### config.mk
export PLATFORM = sky130hd
export DESIGN_NAME = perf_event_monitor
export DESIGN_NICKNAME = d
export VERILOG_FILES = /design/src/rtl/perf_pkg.sv /design/src/rtl/perf_counter_cell.sv /design/src/rtl/perf_event_monitor.sv
export SDC_FILE = /design/constraint.sdc
export NUM_CORES = 1
export LEC_CHECK = 0
export CAP_MARGIN = 20
export CORE_ASPECT_RATIO = 1.25
export CORE_MARGIN = 8
export CORE_UTILIZATION = 30
export CTS_CLUSTER_DIAMETER = 100
export DETAILED_ROUTE_END_ITERATION = 8
export PLACE_DENSITY_LB_ADDON = 0.05
export SYNTH_ARGS = -nofsm -noshare
export SYNTH_HDL_FRONTEND = slang
export SYNTH_SLANG_ARGS = --single-unit
### constraint.sdc
create_clock -name clk_i -period 17.15 [get_ports clk_i]
set_clock_uncertainty 0.2 [all_clocks]
set_input_delay 3.43 -clock clk_i [delete_from_list [all_inputs] [get_ports clk_i]]
set_output_delay 3.43 -clock clk_i [all_outputs]
set_load 0.005 [all_outputs]
### src/rtl/perf_pkg.sv
// perf_pkg: shared definitions for the performance event monitor.
//   state_t            - monitor FSM states (IDLE / RUN / DONE)
//   MODE_WRAP/MODE_SAT - counter overflow behaviour select
//   DEFAULT_CNT_WIDTH  - default width of every counter
package perf_pkg;

  typedef enum logic [1:0] {
    IDLE = 2'd0,
    RUN  = 2'd1,
    DONE = 2'd2
  } state_t;

  localparam logic MODE_WRAP = 1'b0;
  localparam logic MODE_SAT  = 1'b1;

  localparam int DEFAULT_CNT_WIDTH = 32;

endpackage

### src/rtl/perf_counter_cell.sv
// perf_counter_cell: one up-counter with sticky overflow flag.
// Ports:
//   clk      - clock, rising edge
//   rst      - asynchronous active-high reset
//   clear    - synchronous clear of count and overflow (wins over inc)
//   inc      - increment request for this edge
//   mode     - MODE_WRAP: roll to 0 on overflow; MODE_SAT: hold at all-ones
//   count    - live count value
//   overflow - sticky, set by an increment from all-ones
module perf_counter_cell
  import perf_pkg::*;
#(
  parameter int WIDTH = DEFAULT_CNT_WIDTH
) (
  input  logic             clk,
  input  logic             rst,
  input  logic             clear,
  input  logic             inc,
  input  logic             mode,
  output logic [WIDTH-1:0] count,
  output logic             overflow
);

  always_ff @(posedge clk or posedge rst) begin
    if (rst) begin
      count    <= '0;
      overflow <= 1'b0;
    end else if (clear) begin
      count    <= '0;
      overflow <= 1'b0;
    end else if (inc) begin
      if (&count) begin
        overflow <= 1'b1;
        count    <= (mode == MODE_SAT) ? count : '0;
      end else begin
        count <= count + 1'b1;
      end
    end
  end

endmodule

### src/rtl/perf_event_monitor.sv
// perf_event_monitor: counts elapsed cycles and NUM_EVENTS pipeline event
// strobes over a bounded measurement window, with atomic snapshots into
// shadow registers and a registered read port.
// Ports:
//   clk_i        - clock, rising edge
//   rst_i        - asynchronous active-high reset
//   start_i      - run enable (level); pauses counting when low in RUN
//   clear_i      - synchronous clear of live counters, flags and state
//   event_i      - event strobes, one bit per event counter
//   snap_i       - copy live counters into shadows (pre-increment values)
//   rd_sel_i     - shadow index; NUM_EVENTS selects the cycle counter
//   rd_data_o    - registered shadow read data (0 for out-of-range index)
//   snap_valid_o - high the cycle after a capture
//   overflow_o   - sticky live overflow flags, MSB = cycle counter
//   running_o    - state is RUN
//   done_o       - state is DONE
module perf_event_monitor
  import perf_pkg::*;
#(
  parameter int          NUM_EVENTS  = 4,
  parameter int          CNT_WIDTH   = DEFAULT_CNT_WIDTH,
  parameter int          SATURATE    = 0,
  parameter int unsigned CYCLE_LIMIT = 64
) (
  input  logic                              clk_i,
  input  logic                              rst_i,
  input  logic                              start_i,
  input  logic                              clear_i,
  input  logic [NUM_EVENTS-1:0]             event_i,
  input  logic                              snap_i,
  input  logic [$clog2(NUM_EVENTS+1)-1:0]   rd_sel_i,
  output logic [CNT_WIDTH-1:0]              rd_data_o,
  output logic                              snap_valid_o,
  output logic [NUM_EVENTS:0]               overflow_o,
  output logic                              running_o,
  output logic                              done_o
);

  localparam int SEL_W = $clog2(NUM_EVENTS + 1);
  localparam int CYC   = NUM_EVENTS;  // slot of the cycle counter

  if (NUM_EVENTS < 1) begin : g_bad_num_events
    $error("perf_event_monitor: NUM_EVENTS must be >= 1");
  end
  if (CNT_WIDTH < 2) begin : g_bad_cnt_width
    $error("perf_event_monitor: CNT_WIDTH must be >= 2");
  end
  // A window longer than the cycle counter can represent would never end.
  if (64'(CYCLE_LIMIT) > ((64'd1 << CNT_WIDTH) - 64'd1)) begin : g_bad_limit
    $error("perf_event_monitor: CYCLE_LIMIT exceeds cycle counter range");
  end

  localparam logic [CNT_WIDTH-1:0] LIMIT_M1 =
    (CYCLE_LIMIT == 0) ? '0 : CNT_WIDTH'(CYCLE_LIMIT - 1);
  localparam logic CNT_MODE = (SATURATE != 0) ? MODE_SAT : MODE_WRAP;

  state_t                 state, state_nxt;
  logic                   count_en;
  logic                   reach_limit;
  logic [NUM_EVENTS:0]    inc;
  logic [CNT_WIDTH-1:0]   live   [NUM_EVENTS+1];
  logic [CNT_WIDTH-1:0]   shadow [NUM_EVENTS+1];
  logic [CNT_WIDTH-1:0]   rd_mux;

  assign count_en = (state == RUN) && start_i && !clear_i;

  // Compare against the pre-increment value so DONE is entered on the
  // same edge the cycle counter reaches CYCLE_LIMIT.
  assign reach_limit = (CYCLE_LIMIT != 0) && (live[CYC] == LIMIT_M1);

  always_ff @(posedge clk_i or posedge rst_i) begin
    if (rst_i) state <= IDLE;
    else       state <= state_nxt;
  end

  always_comb begin
    state_nxt = state;
    case (state)
      IDLE:    if (start_i) state_nxt = RUN;
      RUN:     if (start_i && reach_limit) state_nxt = DONE;
      DONE:    state_nxt = DONE;
      default: state_nxt = IDLE;
    endcase
    if (clear_i) state_nxt = IDLE;
  end

  assign running_o = (state == RUN);
  assign done_o    = (state == DONE);

  for (genvar k = 0; k <= NUM_EVENTS; k++) begin : g_cnt
    if (k == CYC) begin : g_cycle
      assign inc[k] = count_en;
    end else begin : g_event
      assign inc[k] = count_en & event_i[k];
    end

    perf_counter_cell #(
      .WIDTH (CNT_WIDTH)
    ) u_cell (
      .clk      (clk_i),
      .rst      (rst_i),
      .clear    (clear_i),
      .inc      (inc[k]),
      .mode     (CNT_MODE),
      .count    (live[k]),
      .overflow (overflow_o[k])
    );
  end

  // Shadows see the registered (pre-increment) live values of this edge.
  always_ff @(posedge clk_i or posedge rst_i) begin
    if (rst_i) begin
      for (int k = 0; k <= NUM_EVENTS; k++) shadow[k] <= '0;
      snap_valid_o <= 1'b0;
    end else begin
      snap_valid_o <= snap_i && !clear_i;
      if (snap_i && !clear_i) begin
        for (int k = 0; k <= NUM_EVENTS; k++) shadow[k] <= live[k];
      end
    end
  end

  always_comb begin
    rd_mux = '0;
    if (rd_sel_i <= SEL_W'(NUM_EVENTS)) rd_mux = shadow[rd_sel_i];
  end

  always_ff @(posedge clk_i or posedge rst_i) begin
    if (rst_i) rd_data_o <= '0;
    else       rd_data_o <= rd_mux;
  end

endmodule

==> summary.md, run 1 <==
| Metric | Value |
|---|---|
| Outcome | `finished, final reports clean` |
| Synth Area in Simple Gates | `0.166` |
| Final min period | `5980 ps` |
| Max incr delay on CP | `860 ps` |
| Worst hold path class | `reg2reg` |
| Vias in the first global route | `11,742` |
| XOR/XNOR Fraction of Synth Area | `0.0696` |
| Placer Congestion | `0.767` |
| FF-to-FF setup slack | `13,840 ps` |
| Combinational share of power | `0.062` |
| Sw Pwr | `447 uW` |
| Max_slew headroom | `0.234` |
| TritonCTS clock tree | `done` |
| Worst path buffer plus inverter count | `4` |
| Clock latency on the worst-skew pair | `560 ps` |
| H-tree depth | `2` |
| Antenna violations before repair | `0` |
| Area occupied by registers | `0.00901 mm^2` |
| Post-Synthesis Cells | `1,460` |
| GRT Overall Usage | `0.155` |
| Max-cap violations | `0` |
| # setup viols final | `0` |
| Postcts setup bufs | `0` |
| Vias/cell | `4.94` |
| Vias | `11,238` |
| Fmax | `167 MHz` |
| Synthesized area | `0.0167 mm^2` |
| Final hold violation count | `0` |
| Std cell rows | `97` |
| Cts-stage hold buffer count | `0` |
| Placed wire-length estimate | `33.9 mm` |
| Top_reg_cell synth | `dfrtp_1` |
| Layout cell share with drive strength beyond 1 | `0.195` |
| Layout area overhead | `15.7%` |
| Worst-Margin Slew | `1150 ps` |
| First-pass GRT wire length | `75.7 mm` |
| Worst Setup End Kind | `async pin` |
| Syn Nets | `1,480` |
| Die height | `280 um` |
| GRT overflow | `0` |
| Top cell by count, worst path | `buf_4` |
| Critical Path RT | `17,470 ps` |
| Final Power | `1860 uW` |
| EDFF count, synth | `0` |
| Worst Path Arrival | `6300 ps` |
| Int Pwr | `1410 uW` |
| First-pass DRT Iterations | `5` |
| Final instance area | `0.0193 mm^2` |
| Starting density of the core | `0.301` |
| Nets | `1,522` |
| Synth unique cells | `54` |
| WHS | `280 ps` |
| Overall die width | `227 um` |
| Crit-path slowest cell | `buf_4` |
| Sequential share of power | `0.470` |
| Multiplexer fraction of the synthesized cell area | `0.154` |
| Drt total wl | `48.6 mm` |
| # DRC | `0` |
| Initial DRC count | `727` |
| Crit path max-delay family | `buffers and inverters` |
| Antenna cells | `0` |
| Compound-cell area share of the yosys netlist | `0.0364` |
| Largest net degree at the start of global routing | `162` |
| Multi-input gate area | `0.00725 mm^2` |
| Pins Over Slew Limit | `0` |
| Non-Filler Instances | `2,273` |
| Critical path peak fanout | `87` |
| Full die area | `0.0636 mm^2` |
| Post-Synth Adder-Cell Area | `0.00598` |
| Root Buffer | `clkbuf_16` |
| Area after DPL | `0.0180 mm^2` |
| Core ar. | `0.0556 mm^2` |
| Synthesis-stage register bit count | `360` |
| Clk sink count | `360` |
| Fillers | `5,651` |
| TritonCTS Buffers | `41` |
| Clock Tree Buf Depth | `3` |
| Synth warn | `0` |
| Final Cycle Share | `0.349` |
| Post-route ant nets | `0` |
| Post-cts gate resize count | `0` |
| Placed insts | `2,200` |
| Register area share after synthesis | `0.539` |
| Leak | `0.00840 uW` |
| Routed len/inst | `21.4 um` |
| Critical Path, Cell by Cell | `clkdlybuf4s50_1 -> inv_8 -> buf_4 -> buf_4` |
| CP Class | `in2async` |
| Largest family of logic cells by synthesized area | `simple AND/OR/NAND/NOR gates` |
| # IOs | `52` |
| Setup total negative slack | `0 ps` |
| PortBufs | `51` |
| Syn_area_per_cell | `11.5 um^2` |
| Post-synth ARST share | `1.00` |
| RSZ-0062 raised after global routing | `false` |
| Worst setup SP type | `input port` |
| Worst-path clk slew | `60 ps` |
| Sw frac | `0.240` |
| Peak VDD IR | `55.6 uV` |
| Clock Power Share | `0.468` |
| PwrDens | `96.2 mW/mm^2` |
## flip-flops by register name, indices dropped and copies added (netlist names)
signal and flops:
shadow 160, state 2, snap_valid_o 1, g_cnt.u_cell.overflow 5, rd_data_o 32, g_cnt.u_cell.count 160
## synth_stat cells, types with 3 or more instances
library cell / number / share of area
dfrtp_1: 360 / 0.54
nor2_1: 164 / 0.037
mux2_2: 161 / 0.11
nand2_1: 105 / 0.024
xor2_1: 79 / 0.041
nand4_1: 67 / 0.025
nand3_1: 63 / 0.019
xnor2_1: 52 / 0.027
o21ai_0: 50 / 0.015
inv_1: 48 / 0.011
clkbuf_1: 43 / 0.0096
mux4_2: 32 / 0.043
nor3_1: 26 / 0.0078
and4_1: 23 / 0.012
and3_1: 22 / 0.0082
a21oi_1: 20 / 0.0060
nor4_1: 20 / 0.0075
buf_2: 15 / 0.0045
and2_1: 12 / 0.0045
a31oi_1: 9 / 0.0034
buf_4: 8 / 0.0036
ha_1: 8 / 0.0060
or3_1: 8 / 0.0030
a31o_2: 7 / 0.0037
or4_1: 5 / 0.0022
a22o_1: 4 / 0.0021
mux2i_1: 4 / 0.0024
nor2b_1: 4 / 0.0015
nand3b_1: 3 / 0.0013
nand4b_1: 3 / 0.0016
nor3_2: 3 / 0.0018
o21a_1: 3 / 0.0013
o31ai_1: 3 / 0.0013
## worst reg2reg max path: stages, from the launching register on
cell	delay [ps]
dfrtp_1	510
nand4_1	270
nor4_2	930
nand4_1	320
o21ai_2	500
buf_4	360
nor2_1	100
## placed cells by master, fill, tap and decap left out, types with 4 or more instances in the layout
| master | n |
|---|---|
| o21ai_0 | 48 |
| a31o_2 | 7 |
| clkbuf_16 | 43 |
| nor4_1 | 19 |
| clkbuf_8 | 13 |
| xor2_1 | 79 |
| dfrtp_1 | 360 |
| buf_4 | 15 |
| nor3_1 | 26 |
| clkbuf_1 | 12 |
| and2_1 | 12 |
| and4_1 | 23 |
| mux2_2 | 161 |
| xnor2_1 | 52 |
| mux2i_1 | 4 |
| mux4_2 | 32 |
| a22o_1 | 4 |
| a31oi_1 | 9 |
| or4_1 | 5 |
| and3_1 | 22 |
| nor2_1 | 164 |
| nand3_1 | 63 |
| clkdlybuf4s50_1 | 49 |
| nand2_1 | 105 |
| or3_1 | 8 |
| inv_1 | 47 |
| ha_1 | 8 |
| a21oi_1 | 20 |
| nand4_1 | 67 |
## power groups by stage
stage | clock, uW | sequential, uW | combinational (uW)
CTS | 908 | 875 | 119
global placement | 0 | 891 | 117
global route | 937 | 877 | 129
floorplan | 0 | 885 | 78.2
finish | 870 | 875 | 115
detailed placement | 0 | 891 | 119
## per-stage QoR
| step | util | worst slack (ps) |
|---|---|---|
| after global placement | 0.324 | 10440 |
| final | 0.348 | 11170 |
| after CTS | 0.348 | 11010 |
| after detailed placement | 0.324 | 10410 |
| after floorplan | - | 3530 |
| after global routing | 0.348 | 10720 |
## layout make-up
type,instances,area share
Timing Repair Buffer,68,0.0335
Sequential cell,360,0.466
Inverter,48,0.00970
Clock inverter,4,0.00123
Tap cell,742,0.0480
Multi-Input combinational cell,983,0.375
Clock buffer,68,0.0672
## final timing paths
check | start | end | depth (start not counted)
hold / removal | shadow[6] | rd_data_o[6] | 2
setup / recovery | rst_i | g_cnt[2].u_cell.count[30] | 4
hold reg to reg | shadow[6] | rd_data_o[6] | 2
min in group asynchronous | rst_i | shadow[8] | 2
setup reg to reg | g_cnt[4].u_cell.count[11] | g_cnt[4].u_cell.count[11] | 6
max in group clk_i | start_i | g_cnt[1].u_cell.count[24] | 6
## logic make-up (layout without fill, tap and decap cells)
kind of cell | count (synthesis) | count (layout)
fa+ha+maj | 8 | 8
xor+xnor | 132 | 132
compound gates | 103 | 103
buf+inv | 117 | 188
mux | 197 | 197
simple gates | 543 | 543
flops | 360 | 360
## per-layer routing
metal / global-route usage / routed length [um] / up-vias
met2: 0.259 / 23800 / 151
met4: 0.0599 / 1800 / 0
met1: 0.201 / 21600 / 5760
met3: 0.0232 / 1370 / 76
met5: 0 / 0 / -
li1: - / - / 5251
(Power assumes the default switching activity.)
==> inputs of run 2 (changes only) <==
Clock period 17.15 ns to 5.3 ns, I/O delays scaled along.
==> run 2 against run 1 <==
  * Core utilization up 0.31 points
  * Wire length about the same
  * Total power rose to 3.3 times the previous value
  * Clock power rose to 3.4 times the previous value
  * Highest routed layer unchanged
  * Via count up 0.43%
  * Critical path depth down 1
  * Global-route usage up 0.050 points
  * Cell area up 0.88%
  * Sequential power rose to 3.2 times the previous value
  * First-iteration DRC count down 23%
==> summary.md, run 2 (same netlist as run 1, synthesis figures left out) <==
| Metric | Value |
|---|---|
| Outcome | `finished, final reports clean` |
| Clock Tree Buf Depth | `3` |
| Worst setup SP type | `flop` |
| H-tree depth | `2` |
| Placer Congestion | `0.801` |
| FF-to-FF path depth | `7` |
| Final Cycle Share | `0.658` |
| Die height | `280 um` |
| Peak VDD IR | `173 uV` |
| # IOs | `52` |
| Worst-Margin Slew | `945 ps` |
| Root Buffer | `clkbuf_16` |
| RSZ-0062 raised after global routing | `false` |
| Final min period | `3490 ps` |
| Antenna cells | `0` |
| Initial DRC count | `561` |
| Final Power | `6180 uW` |
| Max-cap violations | `0` |
| Fmax | `287 MHz` |
| M2 GR Usage | `0.267` |
| GRT Overall Usage | `0.156` |
| Clk sink count | `360` |
| TritonCTS Buffers | `42` |
| Commonest non-fill, non-tap cell in the layout | `dfrtp_1` |
| GRT overflow | `0` |
| Post-route ant nets | `0` |
| Full die area | `0.0636 mm^2` |
| Hold wc startpoint | `shadow[13]` |
| Worst-path clk slew | `60 ps` |
| Vias/cell | `4.94` |
| Worst Hold End | `rd_data_o[13]` |
| Post-cts gate resize count | `0` |
| Max_slew headroom | `0.370` |
| FF-to-FF setup slack | `2280 ps` |
| Cts-stage hold buffer count | `0` |
| Final instance area | `0.0195 mm^2` |
| Vias | `11,286` |
| Placed wire-length estimate | `35.0 mm` |
| # DRC | `0` |
| Worst Path Arrival | `2230 ps` |
| First-pass GRT wire length | `75.6 mm` |
| TritonCTS clock tree | `done` |
| Clock latency on the worst-skew pair | `560 ps` |
| Nets | `1,532` |
| Critical Path RT | `4040 ps` |
| Std cell rows | `97` |
| Worst Setup End Kind | `primary output` |
| CP Class | `reg2out` |
| Most frequent cells in the layout | `dfrtp_1, nor2_1, mux2_2` |
| Worst hold path class | `reg2reg` |
| # setup viols final | `0` |
| Routed len/inst | `21.3 um` |
| Overall die width | `227 um` |
| Largest net degree at the start of global routing | `102` |
| Largest registers | `g_cnt.u_cell.count (160), shadow (160), rd_data_o (32)` |
| Layout cell share with drive strength beyond 1 | `0.202` |
| R2r endpoint | `g_cnt[4].u_cell.count[10]` |
| PwrDens | `317 mW/mm^2` |
| Setup total negative slack | `0 ps` |
| Drt total wl | `48.6 mm` |
| Hold depth | `2` |
| Starting density of the core | `0.301` |
| RR Startpoint | `g_cnt[4].u_cell.count[0]` |
| Area after DPL | `0.0181 mm^2` |
| Met3 Track Usage GR | `0.0254` |
| Most crowded layer after global routing | `met2` |
| Setup WS post-layout | `1810 ps` |
| Leak | `0.00848 uW` |
| Pre-CTS setup slack | `1570 ps` |
| GR Util met1 | `0.198` |
| First-pass DRT Iterations | `4` |
| Core ar. | `0.0556 mm^2` |
| Vias in the first global route | `11,819` |
| Layout area overhead | `16.7%` |
| Critical path peak fanout | `13` |
| PortBufs | `51` |
| Final hold violation count | `0` |
| Pins Over Slew Limit | `0` |
| Antenna violations before repair | `0` |
| Postcts setup bufs | `0` |
-- run 2: per-layer routing --
metal,up-vias,part of all wire
li1,5262,-
met1,5791,0.44
met2,163,0.50
met3,70,0.034
met4,0,0.028
met5,-,0
-- run 2: layout make-up --
type | instances | area, um^2
sequential | 360 | 9010
fill | 5656 | 36100
clock buffer | 60 | 1210
tap | 742 | 928
multi-input combinational | 983 | 7250
timing repair buffer | 77 | 746
inverter | 48 | 184
clock inverter | 14 | 190
-- run 2: worst max path at each step --
| stage | startpoint | endpoint | slack [ps] | depth (start not counted) |
|---|---|---|---|---|
| 4_1_cts | state[1] | running_o | 1790 | 3 |
| 3_5_place_dp | start_i | g_cnt[3].u_cell.count[11] | 1570 | 7 |
| 2_1_floorplan | rst_i | g_cnt[0].u_cell.count[0] | -790 | 1 |
| 6_report | state[1] | running_o | 1810 | 3 |
| 3_3_place_gp | start_i | g_cnt[3].u_cell.count[11] | 1560 | 7 |
| 5_1_grt | state[1] | running_o | 1700 | 3 |
-- run 2: worst max-delay path, cell delays in order, from the launching register on --
cell,delay [ps]
dfrtp_1,390
inv_1,80
ha_1,570
clkdlybuf4s50_1,630
-- run 2: metrics by stage --
stage / instances / utilization / hold WS [ps]
2_1_floorplan: 1460 / - / 246
3_3_place_gp: 2210 / 0.326 / 263
3_5_place_dp: 2210 / 0.326 / 272
4_1_cts: 2284 / 0.351 / 286
5_1_grt: 2284 / 0.351 / 312
6_report: 2284 / 0.351 / 281
-- run 2: power by group --
group / internal (uW) / switching [uW] / total (uW)
registers: 2790 / 44.6 / 2830
logic: 132 / 255 / 386
clock network: 1780 / 1180 / 2960
